<file path="src/rtl/bp_fe_mem_tracker.sv">
// rtl/bp_fe_mem_tracker.sv - fetch-side memory tracker between PC generator and I-TLB/I-cache
module bp_fe_mem_tracker #(
  parameter int vaddr_width_p       = 39,
  parameter int ptag_width_p        = 28,
  parameter int page_offset_width_p = 12,
  parameter int fetch_width_p       = 32,
  parameter int resp_els_p          = 4,
  parameter int did_width_p         = 3,
  parameter int dram_base_ptag_p    = 'h80000
) (
  input  logic                               clk_i,
  input  logic                               reset_i,

  // Command port from the PC generator
  input  logic                               cmd_v_i,
  input  logic [1:0]                         cmd_op_i,
  input  logic [vaddr_width_p-1:0]           cmd_vaddr_i,
  output logic                               cmd_yumi_o,

  // Selective kill of in-flight stages
  input  logic                               poison_s1_i,
  input  logic                               poison_s2_i,

  // Execution context
  input  logic [1:0]                         priv_i,
  input  logic                               translation_en_i,
  input  logic                               uncached_mode_i,

  // I-TLB interface
  output logic                               tlb_v_o,
  output logic                               tlb_w_o,
  output logic                               tlb_flush_o,
  input  logic                               tlb_v_i,
  input  logic                               tlb_miss_i,
  input  logic [ptag_width_p-1:0]            tlb_ptag_i,
  input  logic                               tlb_u_i,
  input  logic                               tlb_x_i,
  input  logic                               uncached_i,

  // I-cache interface
  output logic                               icache_v_o,
  input  logic                               icache_ready_i,
  output logic                               icache_poison_o,
  input  logic [fetch_width_p-1:0]           icache_data_i,
  input  logic                               icache_data_v_i,

  // Response queue head
  output logic                               resp_v_o,
  input  logic                               resp_ready_i,
  output logic [fetch_width_p-1:0]           resp_data_o,
  output logic [3:0]                         resp_flags_o,
  output logic [$clog2(resp_els_p+1)-1:0]    credits_o
);

  localparam int ptr_width_lp = (resp_els_p > 1) ? $clog2(resp_els_p) : 1;
  localparam int cnt_width_lp = $clog2(resp_els_p + 1);
  localparam int vpn_width_lp = vaddr_width_p - page_offset_width_p;

  localparam logic [ptag_width_p-1:0] dram_base_ptag_lp = ptag_width_p'(dram_base_ptag_p);
  localparam logic [ptr_width_lp-1:0] last_ptr_lp       = ptr_width_lp'(resp_els_p - 1);
  localparam logic [cnt_width_lp-1:0] full_cnt_lp       = cnt_width_lp'(resp_els_p);

  // The fetch address is routed to the TLB/I-cache outside this block; the
  // tracker itself only sequences the lookup, so the address is not consumed.
  logic [vpn_width_lp-1:0]        unused_vpn;
  logic [page_offset_width_p-1:0] unused_offset;
  logic                           unused_ok;
  assign unused_vpn    = cmd_vaddr_i[vaddr_width_p-1 -: vpn_width_lp];
  assign unused_offset = cmd_vaddr_i[page_offset_width_p-1:0];
  assign unused_ok     = ^{unused_vpn, unused_offset};

  // -------------------------------------------------------------------------
  // Pipeline and queue state
  // -------------------------------------------------------------------------
  logic                     s1_v;
  logic                     s2_v;
  logic                     s2_access_fault;
  logic                     s2_page_fault;
  logic                     s2_itlb_miss;

  logic [fetch_width_p-1:0] data_mem  [resp_els_p];
  logic [3:0]               flags_mem [resp_els_p];
  logic [ptr_width_lp-1:0]  wr_ptr;
  logic [ptr_width_lp-1:0]  rd_ptr;
  logic [cnt_width_lp-1:0]  count;

  // -------------------------------------------------------------------------
  // Command decode and acceptance
  // -------------------------------------------------------------------------
  logic is_fetch_op;
  logic fill;
  logic fence;
  logic fetch_accept;

  // Reserved opcode 3 is handled as an ordinary fetch.
  assign is_fetch_op  = (cmd_op_i == 2'd0) | (cmd_op_i == 2'd3);
  assign fill         = cmd_v_i & (cmd_op_i == 2'd1);
  assign fence        = cmd_v_i & (cmd_op_i == 2'd2);

  // A fetch needs the cache and a guaranteed landing slot in the queue.
  assign fetch_accept = cmd_v_i & is_fetch_op & icache_ready_i & (credits_o != '0);

  assign cmd_yumi_o   = fill | fence | fetch_accept;
  assign tlb_v_o      = fetch_accept | fill;
  assign tlb_w_o      = fill;
  assign tlb_flush_o  = fence;
  assign icache_v_o   = fetch_accept;

  // Every in-flight fetch holds a reservation until it enqueues or dies.
  assign credits_o = full_cnt_lp - count
                   - cnt_width_lp'(s1_v)
                   - cnt_width_lp'(s2_v);

  // -------------------------------------------------------------------------
  // Stage 1: translation result checks
  // -------------------------------------------------------------------------
  logic [did_width_p-1:0] s1_did;
  logic                   mode_fault;
  logic                   did_fault;
  logic                   local_fault;
  logic                   priv_s;
  logic                   priv_u;
  logic                   s1_access_fault;
  logic                   s1_page_fault;
  logic                   s1_itlb_miss;

  assign s1_did      = tlb_ptag_i[ptag_width_p-1 -: did_width_p];
  // In uncached mode only PMA-uncached regions may be fetched from.
  assign mode_fault  = uncached_mode_i & ~uncached_i;
  assign did_fault   = |s1_did;
  assign local_fault = tlb_ptag_i < dram_base_ptag_lp;

  assign priv_s      = (priv_i == 2'd1);
  assign priv_u      = (priv_i == 2'd0);

  assign s1_access_fault = s1_v & (mode_fault | did_fault | local_fault);
  // S-mode may not execute user pages; U-mode may only execute user pages.
  assign s1_page_fault   = s1_v & tlb_v_i & translation_en_i
                         & (~tlb_x_i | (priv_s & tlb_u_i) | (priv_u & ~tlb_u_i));
  assign s1_itlb_miss    = s1_v & tlb_miss_i;

  // Cancel the cache access for anything that will not return usable data.
  assign icache_poison_o = s1_v & (poison_s1_i | s1_access_fault | s1_page_fault | tlb_miss_i);

  // Advance the two lookup stages and register stage-1 faults into stage 2.
  always_ff @(posedge clk_i or posedge reset_i) begin
    if (reset_i) begin
      s1_v            <= 1'b0;
      s2_v            <= 1'b0;
      s2_access_fault <= 1'b0;
      s2_page_fault   <= 1'b0;
      s2_itlb_miss    <= 1'b0;
    end else begin
      s1_v            <= fetch_accept;
      s2_v            <= s1_v & ~poison_s1_i;
      s2_access_fault <= s1_access_fault;
      s2_page_fault   <= s1_page_fault;
      s2_itlb_miss    <= s1_itlb_miss;
    end
  end

  // -------------------------------------------------------------------------
  // Stage 2: data capture and enqueue
  // -------------------------------------------------------------------------
  logic       s2_any_fault;
  logic       s2_icache_miss;
  logic       enq;
  logic       deq;
  logic [3:0] enq_flags;

  assign s2_any_fault   = s2_access_fault | s2_page_fault | s2_itlb_miss;
  // A cache miss is only reported when no earlier fault explains the missing data.
  assign s2_icache_miss = ~icache_data_v_i & ~s2_any_fault;
  assign enq_flags      = {s2_access_fault, s2_page_fault, s2_itlb_miss, s2_icache_miss};
  assign enq            = s2_v & ~poison_s2_i;
  assign deq            = resp_v_o & resp_ready_i;

  function automatic logic [ptr_width_lp-1:0] ptr_next(input logic [ptr_width_lp-1:0] p);
    // Explicit wrap so non-power-of-two depths index correctly.
    return (p == last_ptr_lp) ? '0 : p + ptr_width_lp'(1);
  endfunction

  // Queue storage; contents are don't-care until the pointers say otherwise.
  always_ff @(posedge clk_i) begin
    if (enq) begin
      data_mem[wr_ptr]  <= icache_data_i;
      flags_mem[wr_ptr] <= enq_flags;
    end
  end

  // Queue pointers and occupancy.
  always_ff @(posedge clk_i or posedge reset_i) begin
    if (reset_i) begin
      wr_ptr <= '0;
      rd_ptr <= '0;
      count  <= '0;
    end else begin
      if (enq) wr_ptr <= ptr_next(wr_ptr);
      if (deq) rd_ptr <= ptr_next(rd_ptr);
      case ({enq, deq})
        2'b10:   count <= count + cnt_width_lp'(1);
        2'b01:   count <= count - cnt_width_lp'(1);
        default: count <= count;
      endcase
    end
  end

  // Head of queue; data and flags are zeroed when nothing is valid.
  assign resp_v_o     = (count != '0);
  assign resp_data_o  = resp_v_o ? data_mem[rd_ptr]  : '0;
  assign resp_flags_o = resp_v_o ? flags_mem[rd_ptr] : '0;

  // Credits reserve a slot per in-flight fetch, so a full queue never
  // receives an enqueue without a matching dequeue.
  assert property (@(posedge clk_i) disable iff (reset_i)
                   !(enq && (count == full_cnt_lp) && !deq));

endmodule

</file>
<file path="config.mk">
export PLATFORM = sky130hd
export DESIGN_NAME = bp_fe_mem_tracker
export DESIGN_NICKNAME = d
export VERILOG_FILES = /design/src/rtl/bp_fe_mem_tracker.sv
export SDC_FILE = /design/constraint.sdc
export NUM_CORES = 1
export LEC_CHECK = 0
export CORE_MARGIN = 2
export CORE_UTILIZATION = 40
export CTS_CLUSTER_SIZE = 16
export DETAILED_ROUTE_END_ITERATION = 10
export PLACE_DENSITY_LB_ADDON = 0.15
export REMOVE_ABC_BUFFERS = 1
export SLEW_MARGIN = 20
export SYNTH_ARGS = -nofsm -noshare
export SYNTH_HDL_FRONTEND = slang
export SYNTH_SLANG_ARGS = --single-unit
</file>
<file path="constraint.sdc">
create_clock -name clk_i -period 3.5 [get_ports clk_i]
set_input_delay 0.7 -clock clk_i [delete_from_list [all_inputs] [get_ports clk_i]]
set_output_delay 0.7 -clock clk_i [all_outputs]
set_load 0.02 [all_outputs]
</file>
======== Yosys cells after proc, flatten, opt, wreduce, memory -nomap -nowiden ========
Memories as Yosys holds them, arrays and structs flattened.
Cells that the tools add are included.
cells by class
  add/sub/neg operators ................... 7
  multipliers ............................. 0
  div/mod/pow operators ................... 0
  magnitude comparators ................... 1
  equal/unequal tests ..................... 8
  shift-type cells ........................ 0
  mux-type cells .......................... 7
  bitwise gates (word level) .............. 38
  reductions and logical operators ........ 6
operator list
  kind                  number
  $mux 32               1
  $lt 28x20->1 const B  1
  $and 1x1->1           18
  $or 1x1->1            13
  $eq 2x2->1 const B    5
  $not 1->1             7
  $eq 2x1->1 const B    3
  $pmux 3 s2            1
  $reduce_bool 3->1     2
  $sub 3x1->3           2
  $add 2x1->2 const B   2
  $logic_not 2->1       2
  $mux 2                2
  $mux 4                1
  $add 3x1->3 const B   1
  $reduce_or 3->1       1
  $sub 3x1->3 const B   1
  $sub 3x3->3 const A   1
  $mux 1                2
  $reduce_bool 2->1     1
word-level totals
  bits in registers ....................... 12
  latch bits .............................. 0
  RAM bits ................................ 144
  ROM bits ................................ 0
  input bits .............................. 118
  output and inout bits ................... 46
  logic and storage cells ................. 77
  memories kept ........................... 2
memories
  memory     depth  width  read ports  clocked after Yosys merged registers in  wr ports  RTL line  text
  data_mem   4      32     1           0                                        1         81        logic [fetch_width_p-1:0] data_mem [resp_els_p];
  flags_mem  4      4      1           0                                        1         82        logic [3:0] flags_mem [resp_els_p];

======== Logic depth before layout (Yosys ltp) ========
  word-level depth ........................ 9
  depth in mapped cells ................... 9
  gate-level depth less buffers ........... 9

======== Worst setup path after synthesis ========
Ideal clock, no wire load.
  path type ............................... reg2out
  start ................................... reg s1_v
  end ..................................... out cmd_yumi_o
  data arrival time ....................... 2.062 ns
  data required time ...................... 2.800 ns
  setup slack ............................. 0.738 ns
  stages on the path, launching flop included .. 8
  buffers on the path ..................... 0
  cell sequence ........................... dfrtp_1 -> ha_1 -> ha_1 -> inv_1 -> ha_1 -> xor3_1 -> o31ai_1 -> nand2_1
between the ends
  word-level cells in the longest chain between the ends .. 5
RTL lines
  what                    RTL line  text
  start, declared         75        logic s1_v;
  start signal, assigned  154       s1_v <= fetch_accept;
  $sub 3x1->3             111       - cnt_width_lp'(s1_v)
  $sub 3x1->3             112       - cnt_width_lp'(s2_v);
  net credits_o[2]        52        output logic [$clog2(resp_els_p+1)-1:0] credits_o
  $reduce_bool 3->1       101       assign fetch_accept = cmd_v_i & is_fetch_op & icache_ready_i & (credits_o != '0);
  $and 1x1->1             101
  $or 1x1->1              103       assign cmd_yumi_o = fill | fence | fetch_accept;
  end, declared           18        output logic cmd_yumi_o,
The timed path passes the listed nets, and every way through them passes these cells.

======== Final worst setup path ========
  start ................................... reg count[0]
  end ..................................... out icache_v_o
between the ends
  word-level cells in the longest chain between the ends .. 5
RTL lines
  what                    RTL line  text
  start, declared         85        logic [cnt_width_lp-1:0] count;
  start signal, assigned  201       2'b10: count <= count + cnt_width_lp'(1);
  start signal, assigned  202       2'b01: count <= count - cnt_width_lp'(1);
  start signal, assigned  203       default: count <= count;
  $sub 3x3->3             110       assign credits_o = full_cnt_lp - count
  $sub 3x1->3             111
  $sub 3x1->3             112
  $reduce_bool 3->1       101
  $and 1x1->1             101
  end, declared           41        output logic icache_v_o,
No other way between the ends.

==> flow_summary_export.csv <==
group,metric,value,unit
run_status,status,"finished, final reports clean",
timing,fin_worst_skew,7.780,ps
clock_tree,cts.sinks,156,
power,power_density,781.2,nW/um^2
drt,ant_nets,0,
drt,vias,3151,
global_routing,grt-ovfl-total,0,
cells_and_area,antennaDiodeCount,0,
synth,synth_async_sr_flop_share,0.07692,
synth,yosysSeqAreaShare,0.7383,
setup_path,critical-path-top-delay-family,"adder cells",
cells_and_area,seq_area,4627,um^2
global_routing,grt_pass1_wl,17730,um
synth,synth_common_cells,"edfxtp_1 (144), and2_1 (43), mux4_2 (36)",
cells_and_area,postLayoutCoreUtil,0.5428,
drt,drtIter0Drc,177,
synth,synth_edf_count,144,
timing,period_needed,3307,ps
timing,hold_viol_final,0,
synth,synth_cell_types,29,
placement,io_buffers,105,
setup_path,crit_path_top_delay_cell,"dfrtp_1",
clock_tree,htree_levels,4,
setup_path,crit_top_cell,"ha_1",
clock_tree,cts_buffer_depth,2,
setup_path,worstPathMaxFanout,4,
synth,yosysMostFrequentCell,"edfxtp_1",
clock_tree,clockRootBuffer,"clkbuf_16",
die,die_h,129.1,um
cells_and_area,final_nets,563,
placement,place_area,7647,um^2
clock_tree,hold_buffers,0,
cells_and_area,area_growth,32.22,%
placement,dp_cells,624,
setup_path,crit_buf_inv,3,
synth,syn_inst,312,
clock_tree,cts.reportedPaths.clkPinSlew,60,ps
timing,worstMarginPinSlew,600.7,ps
setup_path,endpoint_kind,"output pin",
clock_tree,clk_latency,420,ps
drt,wl_per_cell,17.20,um
synth,syn_area_per_cell,20.08,um^2
timing,setup_viol,0,
die,dieArea,16680,um^2
setup_path,critPathRequiredTime,2800,ps
setup_path,crit_arrival,2610,ps
global_routing,grt.total_usage,0.1470,
setup_path,cp_slowest_stage_delay,420,ps
global_routing,grt_pass1_vias,3392,
run,drv_cap,0,
drt,firstDrtPassIters,5,
synth,synthFlopType,"edfxtp_1",
die,die_w,129.1,um
synth,yosys.area.top_type_share,0.6904,
power,leakagePower,2.856,nW
setup_path,crit_chain,"ha_1 -> ha_1 -> inv_1 -> ha_1 -> xor3_1 -> o31ai_4 -> inv_1 -> dlygate4sd2_1",
timing,timing.final.crit_share,0.9447,
cells_and_area,postLayoutCellArea,8282,um^2
global_routing,antenna_found_initial,0,
die,core,15260,um^2
drt,wirelength,11260,um
power,vdd_ir_drop_max,0.0003969,V
timing,timing.slew.headroom,0.5892,
clock_tree,postCtsSetupBuffers,0,
die,initial_core_util,0.4105,
synth,netlist_area,6264,um^2
cells_and_area,final_cells,655,
cells_and_area,multi_input_area,1524,um^2
placement,gp_congestion,0.6887,
synth,yosys_register_bits,156,
drt,vias_per_cell,4.811,
cells_and_area,drive_above_1_share,0.1914,
die,pin_count,164,
synth,synth_area_leaders,"edfxtp_1 (69%), mux4_2 (13%), dfrtp_1 (4.8%), and2_1 (4.3%), ha_1 (2.4%)",
setup_path,crit_type,"reg2out",
placement,place_hpwl,6980,um
timing,whs,514.8,ps
global_routing,grt_max_degree,39,
drt,post-route-drc-count,0,
die,num_rows,45,
synth,synth_top_area_cell,"edfxtp_1",
clock_tree,cts_buffers,17,
setup_path,critPathLaunchType,"flop",
synth,ys_warn_count,0,
cells_and_area,fillers,1209,
timing,fmax,302.4,MHz
clock_tree,tritoncts,"done",
timing,finalMaxSlewViolations,0,
worst_hold_path,hold_path.class,"reg2reg",
## worst reg2reg max path: cells and delay by family, from the launching register on
| family | cells | cell delay, ps |
|---|---|---|
| buffers and inverters | 2 | 380 |
| AND/OR/NAND/NOR | 3 | 510 |
| flip-flops | 1 | 410 |
| XOR/XNOR | 2 | 310 |
| adder cells (fa/ha/maj) | 2 | 580 |
## metrics by stage
stage | total power [mW] | setup WS [ps] | setup TNS (ps)
final | 6.470 | 193.5 | 0
after detailed placement | 4.609 | 313.2 | 0
after global placement | 4.584 | 331.3 | 0
after global routing | 6.793 | -0.5800 | -0.5800
after floorplan | 3.601 | 365.4 | 0
after CTS | 6.558 | 141.1 | 0
## power by group
part           internal [mW]  total, mW  leakage [nW]  switching, mW
combinational           1.25       2.33          1.10           1.08
sequential              2.12       2.21          1.45         0.0912
clock                   1.25       1.93         0.308          0.676
## area by class of cell
cell class | instances | share of cell area
clock inverter | 14 | 0.02402
sequential | 156 | 0.5587
clock buffer | 17 | 0.05137
inverter | 16 | 0.007252
multi-input combinational | 128 | 0.1840
tap | 211 | 0.03188
timing repair buffer | 113 | 0.1428
## flip-flops by register name (all words and copies together), names as in the netlist
signal	cells
s2_v	1
s2_page_fault	1
s1_v	1
rd_ptr	2
s2_access_fault	1
data_mem	128
flags_mem	16
wr_ptr	2
count	3
s2_itlb_miss	1
## worst paths after layout
| kind | startpoint | slack, ps | depth (start not counted) | to |
|---|---|---|---|---|
| setup / recovery | count[0] | 190 | 8 | icache_v_o |
| hold / removal | count[2] | 510 | 1 | count[2] |
| setup reg to reg | count[0] | 1240 | 9 | count[2] |
| hold reg to reg | count[2] | 510 | 1 | count[2] |
| max in group asynchronous | reset_i | 2560 | 2 | rd_ptr[1] |
| min in group asynchronous | reset_i | 590 | 2 | s1_v |
## cell usage in the layout, fill, tap and decap left out, types with 3 or more instances in the layout
cell / instances
mux4_2: 36
clkdlybuf4s50_1: 102
and2_1: 39
edfxtp_1: 144
ha_1: 12
buf_12: 6
bufinv_16: 5
inv_1: 16
mux2_2: 4
clkbuf_16: 17
and2_2: 4
dlygate4sd2_1: 3
nand2_1: 4
nor2_1: 7
clkinv_2: 5
dfrtp_1: 10
## what timing repair did
action	4_1_cts	5_1_grt
hold endpoints to repair	0	0
gates resized for setup	4	1
endpoints found under the setup margin	3	3
## per-layer routing
metal / global-route usage / part of all wire / vias to the layer above
met5: 0 / 0 / -
met4: 0.06522 / 0.013 / 0
met3: 0.04996 / 0.056 / 13
met2: 0.2353 / 0.49 / 96
met1: 0.1829 / 0.44 / 1583
li1: - / - / 1459
## cells by family (layout without fill, tap and decap cells)
group | after synthesis | in the layout | synth area share
flops | 156 | 156 | 0.7383
simple gates | 63 | 63 | 0.05913
mux | 41 | 41 | 0.1382
buf+inv | 28 | 160 | 0.02137
fa+ha+maj | 13 | 13 | 0.02717
compound gates | 6 | 6 | 0.006394
xor+xnor | 5 | 5 | 0.009389
Power figures use the tool's default switching activity.
